**src/rtl/renas_l2_refill_master_if.sv**
```systemverilog
// Request/response and memory-bus bundle for the L2 refill master.
// master modport is the refill engine side; slave modport is the cache/memory side.
interface renas_l2_refill_master_if #(
    parameter int unsigned WORD_W     = 32,
    parameter int unsigned ADDR_W     = 32,
    parameter int unsigned LINE_WORDS = 4
);
    localparam int unsigned LINE_W = WORD_W * LINE_WORDS;

    logic              req_valid;
    logic              req_ready;
    logic [ADDR_W-1:0] req_addr;
    logic              req_wb;
    logic [ADDR_W-1:0] wb_addr;
    logic [LINE_W-1:0] wb_data;
    logic              resp_valid;
    logic [LINE_W-1:0] resp_data;
    logic              resp_err;

    logic              mem_hsel;
    logic [ADDR_W-1:0] mem_haddr;
    logic              mem_hwrite;
    logic [WORD_W-1:0] mem_hwdata;
    logic [1:0]        mem_htrans;
    logic [2:0]        mem_hsize;
    logic              mem_hreadyout;
    logic [WORD_W-1:0] mem_hrdata;
    logic              mem_hresp;

    modport master (
        input  req_valid, req_addr, req_wb, wb_addr, wb_data,
               mem_hreadyout, mem_hrdata, mem_hresp,
        output req_ready, resp_valid, resp_data, resp_err,
               mem_hsel, mem_haddr, mem_hwrite, mem_hwdata, mem_htrans, mem_hsize
    );

    modport slave (
        output req_valid, req_addr, req_wb, wb_addr, wb_data,
               mem_hreadyout, mem_hrdata, mem_hresp,
        input  req_ready, resp_valid, resp_data, resp_err,
               mem_hsel, mem_haddr, mem_hwrite, mem_hwdata, mem_htrans, mem_hsize
    );
endinterface

```
**src/rtl/renas_l2_refill_master.sv**
```systemverilog
// L2 line-miss engine: optional victim writeback, then word-by-word refill over hsel/hreadyout.
// Define RENAS_REFILL_CWF_EN to refill critical word first (wrapping); default refills from word 0.
module renas_l2_refill_master #(
    parameter int unsigned WORD_W     = 32,
    parameter int unsigned ADDR_W     = 32,
    parameter int unsigned LINE_WORDS = 4,
    parameter int unsigned TIMEOUT    = 255
) (
    input  logic                             clk_l2,
    input  logic                             rst,
    renas_l2_refill_master_if.master         bus
);
    localparam int unsigned IDX_W    = $clog2(LINE_WORDS);
    localparam int unsigned LINE_W   = WORD_W * LINE_WORDS;
    localparam int unsigned TMO_W    = $clog2(TIMEOUT + 1);
    localparam int unsigned BASE_LSB = IDX_W + 2;
    localparam int unsigned BASE_W   = ADDR_W - BASE_LSB;

    typedef enum logic [2:0] {IDLE, WB_REQ, WB_GAP, RF_REQ, RF_GAP, DONE} state_t;

    state_t              state_q, state_d;
    logic [IDX_W-1:0]    idx_q, idx_d;
    logic [IDX_W-1:0]    cnt_q, cnt_d;
    logic [TMO_W-1:0]    tmo_q, tmo_d;
    logic [BASE_W-1:0]   rf_base_q, rf_base_d;
    logic [IDX_W-1:0]    rf_start_q, rf_start_d;
    logic [BASE_W-1:0]   wb_base_q, wb_base_d;
    logic [LINE_W-1:0]   wb_data_q, wb_data_d;
    logic [LINE_W-1:0]   buf_q, buf_d;
    logic                err_q, err_d;

    logic                req_ready_q, resp_valid_q, resp_err_q;
    logic                hsel_q, hwrite_q;
    logic [ADDR_W-1:0]   haddr_q, haddr_d;
    logic [WORD_W-1:0]   hwdata_q, hwdata_d;

    logic [IDX_W-1:0]    req_start;
    logic                unused_addr_bits;

`ifdef RENAS_REFILL_CWF_EN
    assign req_start = bus.req_addr[BASE_LSB-1:2];
`else
    assign req_start = '0;
`endif
    assign unused_addr_bits = ^{bus.req_addr[BASE_LSB-1:0], bus.wb_addr[BASE_LSB-1:0]};

    // Next-state, datapath and next-output decode.
    always_comb begin
        state_d    = state_q;
        idx_d      = idx_q;
        cnt_d      = cnt_q;
        tmo_d      = tmo_q;
        rf_base_d  = rf_base_q;
        rf_start_d = rf_start_q;
        wb_base_d  = wb_base_q;
        wb_data_d  = wb_data_q;
        buf_d      = buf_q;
        err_d      = err_q;
        haddr_d    = '0;
        hwdata_d   = '0;

        case (state_q)
            IDLE: begin
                if (bus.req_valid) begin
                    rf_base_d  = bus.req_addr[ADDR_W-1:BASE_LSB];
                    rf_start_d = req_start;
                    wb_base_d  = bus.wb_addr[ADDR_W-1:BASE_LSB];
                    wb_data_d  = bus.wb_data;
                    buf_d      = '0;
                    err_d      = 1'b0;
                    cnt_d      = '0;
                    tmo_d      = '0;
                    if (bus.req_wb) begin
                        state_d = WB_REQ;
                        idx_d   = '0;
                    end else begin
                        state_d = RF_REQ;
                        idx_d   = req_start;
                    end
                end
            end
            WB_REQ, RF_REQ: begin
                if (bus.mem_hreadyout) begin
                    if (bus.mem_hresp) begin
                        err_d   = 1'b1;
                        state_d = DONE;
                    end else if (state_q == RF_REQ) begin
                        buf_d[32'(idx_q)*WORD_W +: WORD_W] = bus.mem_hrdata;
                        state_d = RF_GAP;
                    end else begin
                        state_d = WB_GAP;
                    end
                end else if (tmo_q == TMO_W'(TIMEOUT - 1)) begin
                    err_d   = 1'b1;
                    state_d = DONE;
                end else begin
                    tmo_d = tmo_q + TMO_W'(1);
                end
            end
            WB_GAP: begin
                tmo_d = '0;
                if (cnt_q == IDX_W'(LINE_WORDS - 1)) begin
                    cnt_d   = '0;
                    idx_d   = rf_start_q;
                    state_d = RF_REQ;
                end else begin
                    cnt_d   = cnt_q + IDX_W'(1);
                    idx_d   = idx_q + IDX_W'(1);
                    state_d = WB_REQ;
                end
            end
            RF_GAP: begin
                tmo_d = '0;
                if (cnt_q == IDX_W'(LINE_WORDS - 1)) begin
                    state_d = DONE;
                end else begin
                    cnt_d   = cnt_q + IDX_W'(1);
                    idx_d   = idx_q + IDX_W'(1);
                    state_d = RF_REQ;
                end
            end
            DONE:    state_d = IDLE;
            default: state_d = IDLE;
        endcase

        // Bus fields are decoded from next state so they are registered in step with hsel.
        if (state_d == WB_REQ) begin
            haddr_d  = {wb_base_d, idx_d, 2'b00};
            hwdata_d = wb_data_d[32'(idx_d)*WORD_W +: WORD_W];
        end else if (state_d == RF_REQ) begin
            haddr_d  = {rf_base_d, idx_d, 2'b00};
        end
    end

    always_ff @(posedge clk_l2) begin
        if (rst) begin
            state_q      <= IDLE;
            idx_q        <= '0;
            cnt_q        <= '0;
            tmo_q        <= '0;
            rf_base_q    <= '0;
            rf_start_q   <= '0;
            wb_base_q    <= '0;
            wb_data_q    <= '0;
            buf_q        <= '0;
            err_q        <= 1'b0;
            req_ready_q  <= 1'b1;
            resp_valid_q <= 1'b0;
            resp_err_q   <= 1'b0;
            hsel_q       <= 1'b0;
            hwrite_q     <= 1'b0;
            haddr_q      <= '0;
            hwdata_q     <= '0;
        end else begin
            state_q      <= state_d;
            idx_q        <= idx_d;
            cnt_q        <= cnt_d;
            tmo_q        <= tmo_d;
            rf_base_q    <= rf_base_d;
            rf_start_q   <= rf_start_d;
            wb_base_q    <= wb_base_d;
            wb_data_q    <= wb_data_d;
            buf_q        <= buf_d;
            err_q        <= err_d;
            req_ready_q  <= (state_d == IDLE);
            resp_valid_q <= (state_d == DONE);
            resp_err_q   <= (state_d == DONE) && err_d;
            hsel_q       <= (state_d == WB_REQ) || (state_d == RF_REQ);
            hwrite_q     <= (state_d == WB_REQ);
            haddr_q      <= haddr_d;
            hwdata_q     <= hwdata_d;
        end
    end

    assign bus.req_ready  = req_ready_q;
    assign bus.resp_valid = resp_valid_q;
    assign bus.resp_data  = buf_q;
    assign bus.resp_err   = resp_err_q;
    assign bus.mem_hsel   = hsel_q;
    assign bus.mem_haddr  = haddr_q;
    assign bus.mem_hwrite = hwrite_q;
    assign bus.mem_hwdata = hwdata_q;
    assign bus.mem_htrans = {hsel_q, 1'b0};
    assign bus.mem_hsize  = 3'b010;
endmodule

```
**src/flat_wrapper.sv**
```systemverilog
// flat-port wrapper written by rule: the top's interface ports become plain ports
module renas_l2_refill_master_flat 
#(
    parameter int unsigned WORD_W     = 32,
    parameter int unsigned ADDR_W     = 32,
    parameter int unsigned LINE_WORDS = 4,
    parameter int unsigned TIMEOUT    = 255
)
  (clk_l2, rst, bus_req_valid, bus_req_addr, bus_req_wb, bus_wb_addr, bus_wb_data, bus_mem_hreadyout, bus_mem_hrdata, bus_mem_hresp, bus_req_ready, bus_resp_valid, bus_resp_data, bus_resp_err, bus_mem_hsel, bus_mem_haddr, bus_mem_hwrite, bus_mem_hwdata, bus_mem_htrans, bus_mem_hsize);
  renas_l2_refill_master_if #(.WORD_W(WORD_W), .ADDR_W(ADDR_W), .LINE_WORDS(LINE_WORDS)) bus_i ();
  input  logic clk_l2;
  input  logic rst;
  input wire logic [$bits(bus_i.req_valid)-1:0] bus_req_valid;
  input wire logic [$bits(bus_i.req_addr)-1:0] bus_req_addr;
  input wire logic [$bits(bus_i.req_wb)-1:0] bus_req_wb;
  input wire logic [$bits(bus_i.wb_addr)-1:0] bus_wb_addr;
  input wire logic [$bits(bus_i.wb_data)-1:0] bus_wb_data;
  input wire logic [$bits(bus_i.mem_hreadyout)-1:0] bus_mem_hreadyout;
  input wire logic [$bits(bus_i.mem_hrdata)-1:0] bus_mem_hrdata;
  input wire logic [$bits(bus_i.mem_hresp)-1:0] bus_mem_hresp;
  output wire logic [$bits(bus_i.req_ready)-1:0] bus_req_ready;
  output wire logic [$bits(bus_i.resp_valid)-1:0] bus_resp_valid;
  output wire logic [$bits(bus_i.resp_data)-1:0] bus_resp_data;
  output wire logic [$bits(bus_i.resp_err)-1:0] bus_resp_err;
  output wire logic [$bits(bus_i.mem_hsel)-1:0] bus_mem_hsel;
  output wire logic [$bits(bus_i.mem_haddr)-1:0] bus_mem_haddr;
  output wire logic [$bits(bus_i.mem_hwrite)-1:0] bus_mem_hwrite;
  output wire logic [$bits(bus_i.mem_hwdata)-1:0] bus_mem_hwdata;
  output wire logic [$bits(bus_i.mem_htrans)-1:0] bus_mem_htrans;
  output wire logic [$bits(bus_i.mem_hsize)-1:0] bus_mem_hsize;
  assign bus_i.req_valid = bus_req_valid;
  assign bus_i.req_addr = bus_req_addr;
  assign bus_i.req_wb = bus_req_wb;
  assign bus_i.wb_addr = bus_wb_addr;
  assign bus_i.wb_data = bus_wb_data;
  assign bus_i.mem_hreadyout = bus_mem_hreadyout;
  assign bus_i.mem_hrdata = bus_mem_hrdata;
  assign bus_i.mem_hresp = bus_mem_hresp;
  assign bus_req_ready = bus_i.req_ready;
  assign bus_resp_valid = bus_i.resp_valid;
  assign bus_resp_data = bus_i.resp_data;
  assign bus_resp_err = bus_i.resp_err;
  assign bus_mem_hsel = bus_i.mem_hsel;
  assign bus_mem_haddr = bus_i.mem_haddr;
  assign bus_mem_hwrite = bus_i.mem_hwrite;
  assign bus_mem_hwdata = bus_i.mem_hwdata;
  assign bus_mem_htrans = bus_i.mem_htrans;
  assign bus_mem_hsize = bus_i.mem_hsize;
  renas_l2_refill_master #(.WORD_W(WORD_W), .ADDR_W(ADDR_W), .LINE_WORDS(LINE_WORDS), .TIMEOUT(TIMEOUT)) u_core (.clk_l2(clk_l2), .rst(rst), .bus(bus_i));
endmodule
```
**config.mk**
```make
export PLATFORM = sky130hd
export DESIGN_NAME = renas_l2_refill_master_flat
export DESIGN_NICKNAME = d
export VERILOG_FILES = /design/src/rtl/renas_l2_refill_master_if.sv /design/src/rtl/renas_l2_refill_master.sv /design/src/flat_wrapper.sv
export SDC_FILE = /design/constraint.sdc
export NUM_CORES = 1
export LEC_CHECK = 0
export ABC_AREA = 1
export BUFFER_PORTS_ARGS = -buffer_cell sky130_fd_sc_hd__buf_4
export CORE_ASPECT_RATIO = 1.25
export CORE_MARGIN = 5
export CORE_UTILIZATION = 34
export DETAILED_ROUTE_END_ITERATION = 6
export SYNTH_ARGS = -nofsm -noshare
export SYNTH_HDL_FRONTEND = slang
export SYNTH_SLANG_ARGS = --single-unit
export TNS_END_PERCENT = 100
```
**constraint.sdc**
```tcl
create_clock -name clk_l2 -period 2.6 [get_ports clk_l2]
set_input_delay 0.13 -clock clk_l2 [delete_from_list [all_inputs] [get_ports clk_l2]]
set_output_delay 0.13 -clock clk_l2 [all_outputs]
set_load 0.05 [all_outputs]
```
==> impl_metrics.yaml <==
pwr:
  p_per_area_mw_per_mm2: 785
  irDropWorstVdd_v: 0.000493
  p_leak_nw: 11.4
sta:
  drv_slew: 0
  tightest_slew_ns: 1.11
  period_share: 0.864
  rsz0062_at_grt: "no"
  setup_viol: 0
  fin_crit_ns: 2.25
  setup_tns_ns: 0
  clock_skew_ns: 0.0205
  hold_viol_final: 0
  timing.hold.ws_ns: 0.0484
  relSlewSlack: 0.260
  clock.fmax_mhz: 445
setup_path:
  crit_top_cell: "nor2_1"
  r2r_slack_ns: 0.35
  cp_top_family: "simple AND/OR/NAND/NOR gates"
  arrival_ns: 2.67
  cpPeakStageDelay_ns: 0.42
  critPathSlowestCell: "nand3_2"
  startpoint: "u_core.idx_q[1]"
  r2r-end: "u_core.bus.mem_hwdata[9]"
  critPathLaunchType: "flip-flop"
  critPathRequiredTime_ns: 3.03
  rr_worst_depth: 9
  path_cells: "inv_1 -> ha_1 -> nor2_1 -> nor2_1 -> nand2_1 -> nand3_2 -> buf_12 -> nand3_1 -> a21oi_1"
  critical_path_class: "flip-flop to flip-flop"
  crit_fanout: 18
  r2r-start: "u_core.idx_q[1]"
  critPathBufInv: 2
  endpoint_kind: "flip-flop"
synth:
  synthFlopType: "dfxtp_1"
  synth_compound_area_frac: 0.145
  yosys.area_share.simple: 0.256
  synth_edf_count: 0
  seq_area_frac_synth: 0.464
  synth-seq-cells: 395
  ys_async_sr_fraction: 0
  synth_top_family_by_area: "simple AND/OR/NAND/NOR gates"
  synthMuxAreaShare: 0
  ys_warn_count: 0
  synth_xor_area_frac: 0.00257
  syn_inst: 2359
  yosysUniqueCellTypes: 35
  syn_area_per_cell_um2: 7.23
  netlist_area_mm2: 0.0170
  synth_fa_ha_area_frac: 0.00661
clock_network:
  cts.sinks: 395
  max-clock-path-buffers: 3
  post_cts_buffers: 0
  cts-resized-gates: 0
  clock_latency_ns: 0.56
  numCtsBuffers: 43
  path_clk_slew_ns: 0.06
  cts-root-buf: "clkbuf_16"
  h-tree-depth: 2
  cts_hold_buf: 217
  cts_tree: "yes"
flow_run:
  cap_violations: 0
drt:
  drc: 0
  drt_iter0_drc: 1234
  avgViaCountPerCell: 4.86
  antenna_left: 0
  post_drt_wl_per_cell_um: 16.8
  vias: 17400
  routed_wl_mm: 60.1
  first_pass_iters: 6
die:
  dieHeight_um: 260
  pin_count: 432
  initial_core_util: 0.344
  rows: 91
  die_area_mm2: 0.0547
  die_x_um: 210
  core_mm2: 0.0495
finish:
  nets: 3135
  final_common_cell: "buf_4"
  fillers: 4768
  final_cell_mix: "437 x buf_4, 396 x nand2_1, 395 x dfxtp_1"
  area_growth_pct: 41.7
  stdcell_count: 3581
  drive_gt1_frac: 0.196
  regArea_mm2: 0.00791
  multiInputGateArea_mm2: 0.00704
  final_core_util: 0.488
global_route:
  grtUsageMet1: 0.248
  grt_pass1_vias: 16900
  grt.total_usage: 0.208
  gr-max-usage-layer: "met2"
  antenna_found_initial: 4
  grt_max_degree: 177
  grt-ovfl-total: 0
  grt_use_met2: 0.371
  grt_pass1_wl_mm: 92.5
  met3_usage: 0.0370
placement:
  io_buffers: 417
  dp.cells: 3285
  post-dp-hpwl_mm: 38.6
  place.gp.congestion: 0.867
run_status:
  outcome: "complete, no violations"
min_path:
  hp-class: "input pin to flip-flop"
  hp-start: "bus_req_valid"
  hold_end: "u_core.bus.req_ready"
  hold_depth: 4
[worst max path at each step]
| stage | to | slack [ns] | cells after the start |
|---|---|---|---|
| global placement | u_core.bus.mem_hwdata[11] | 0.29 | 9 |
| floorplan | u_core.bus.resp_data[103] | 0.47 | 10 |
| global route | u_core.bus.mem_hwdata[5] | 0.1 | 9 |
| CTS | u_core.bus.mem_hwdata[1] | 0.29 | 9 |
| detailed placement | u_core.bus.mem_hwdata[1] | 0.30 | 9 |
| finish | u_core.bus.mem_hwdata[9] | 0.35 | 9 |
[worst register-to-register path, cell delays in order (launching register included)]
cell     delay [ns]
dfxtp_1        0.41
inv_1          0.12
ha_1           0.39
nor2_1         0.13
nor2_1         0.06
nand2_1        0.10
nand3_2        0.42
buf_12         0.34
nand3_1        0.10
a21oi_1        0.07
[state kept, by name (all words and copies together) (netlist names), 2 cells and up]
name	flops
u_core.bus.resp_data	128
u_core.wb_data_q	128
u_core.bus.mem_hwdata	32
u_core.bus.mem_haddr	30
u_core.rf_base_q	28
u_core.wb_base_q	28
u_core.tmo_q	8
u_core.state_q	3
u_core.cnt_q	2
u_core.idx_q	2
[power by group]
part | internal (mW) | switching (mW)
registers | 6.85 | 0.335
clock network | 3.32 | 2.51
logic | 1.92 | 4.02
[cells by family after synthesis]
group / count (synthesis)
and+or+nand+nor: 1000
adders and majority gates: 9
buffers and inverters: 529
xor gates and xnor gates: 5
other: 2
AOI/OAI and AO/OA: 419
DFF: 395
[cell type report]
class / count / area share
diodes: 5 / 0.000518
inverters: 347 / 0.0541
flip-flops and latches: 395 / 0.327
clock inverters: 13 / 0.00440
clock buffers: 61 / 0.0498
multi-input cells: 1439 / 0.291
well taps: 651 / 0.0337
repair buffers: 670 / 0.239
[synth_stat cells, types with 3 or more instances]
| cell type | count | area, um^2 |
|---|---|---|
| nand3_2 | 3 | 30.0 |
| a21oi_1 | 142 | 711 |
| nand2_1 | 399 | 1500 |
| clkbuf_1 | 79 | 297 |
| buf_2 | 74 | 370 |
| dfxtp_1 | 395 | 7910 |
| nor2_1 | 259 | 972 |
| nor3_1 | 56 | 280 |
| o211a_1 | 32 | 320 |
| nand2_2 | 5 | 31.3 |
| o21ai_1 | 23 | 115 |
| inv_2 | 4 | 15.0 |
| buf_1 | 15 | 56.3 |
| ha_1 | 9 | 113 |
| nand2_4 | 3 | 33.8 |
| o21ai_0 | 192 | 961 |
| xor2_1 | 5 | 43.8 |
| clkinv_1 | 4 | 15.0 |
| nand4_1 | 69 | 432 |
| nor2_4 | 4 | 45.0 |
| buf_4 | 10 | 75.1 |
| nand3_1 | 196 | 981 |
| a211oi_2 | 28 | 350 |
| inv_1 | 338 | 1270 |
[per-layer routing]
layer | share of wire | vias up
met3 | 0.058 | 123
met2 | 0.50 | 607
met1 | 0.40 | 8056
li1 | - | 8596
met4 | 0.038 | 4
met5 | 0.00045 | -
[per-stage QoR]
step,instance area (um^2),worst slack [ns],total power [mW]
floorplan,17100,0.469,11.1
global placement,20700,0.292,12.9
detailed placement,20700,0.304,13.0
CTS,24100,0.288,19.2
global route,24200,0.0988,19.9
finish,24200,0.353,19.0
(Power assumes the default switching activity.)
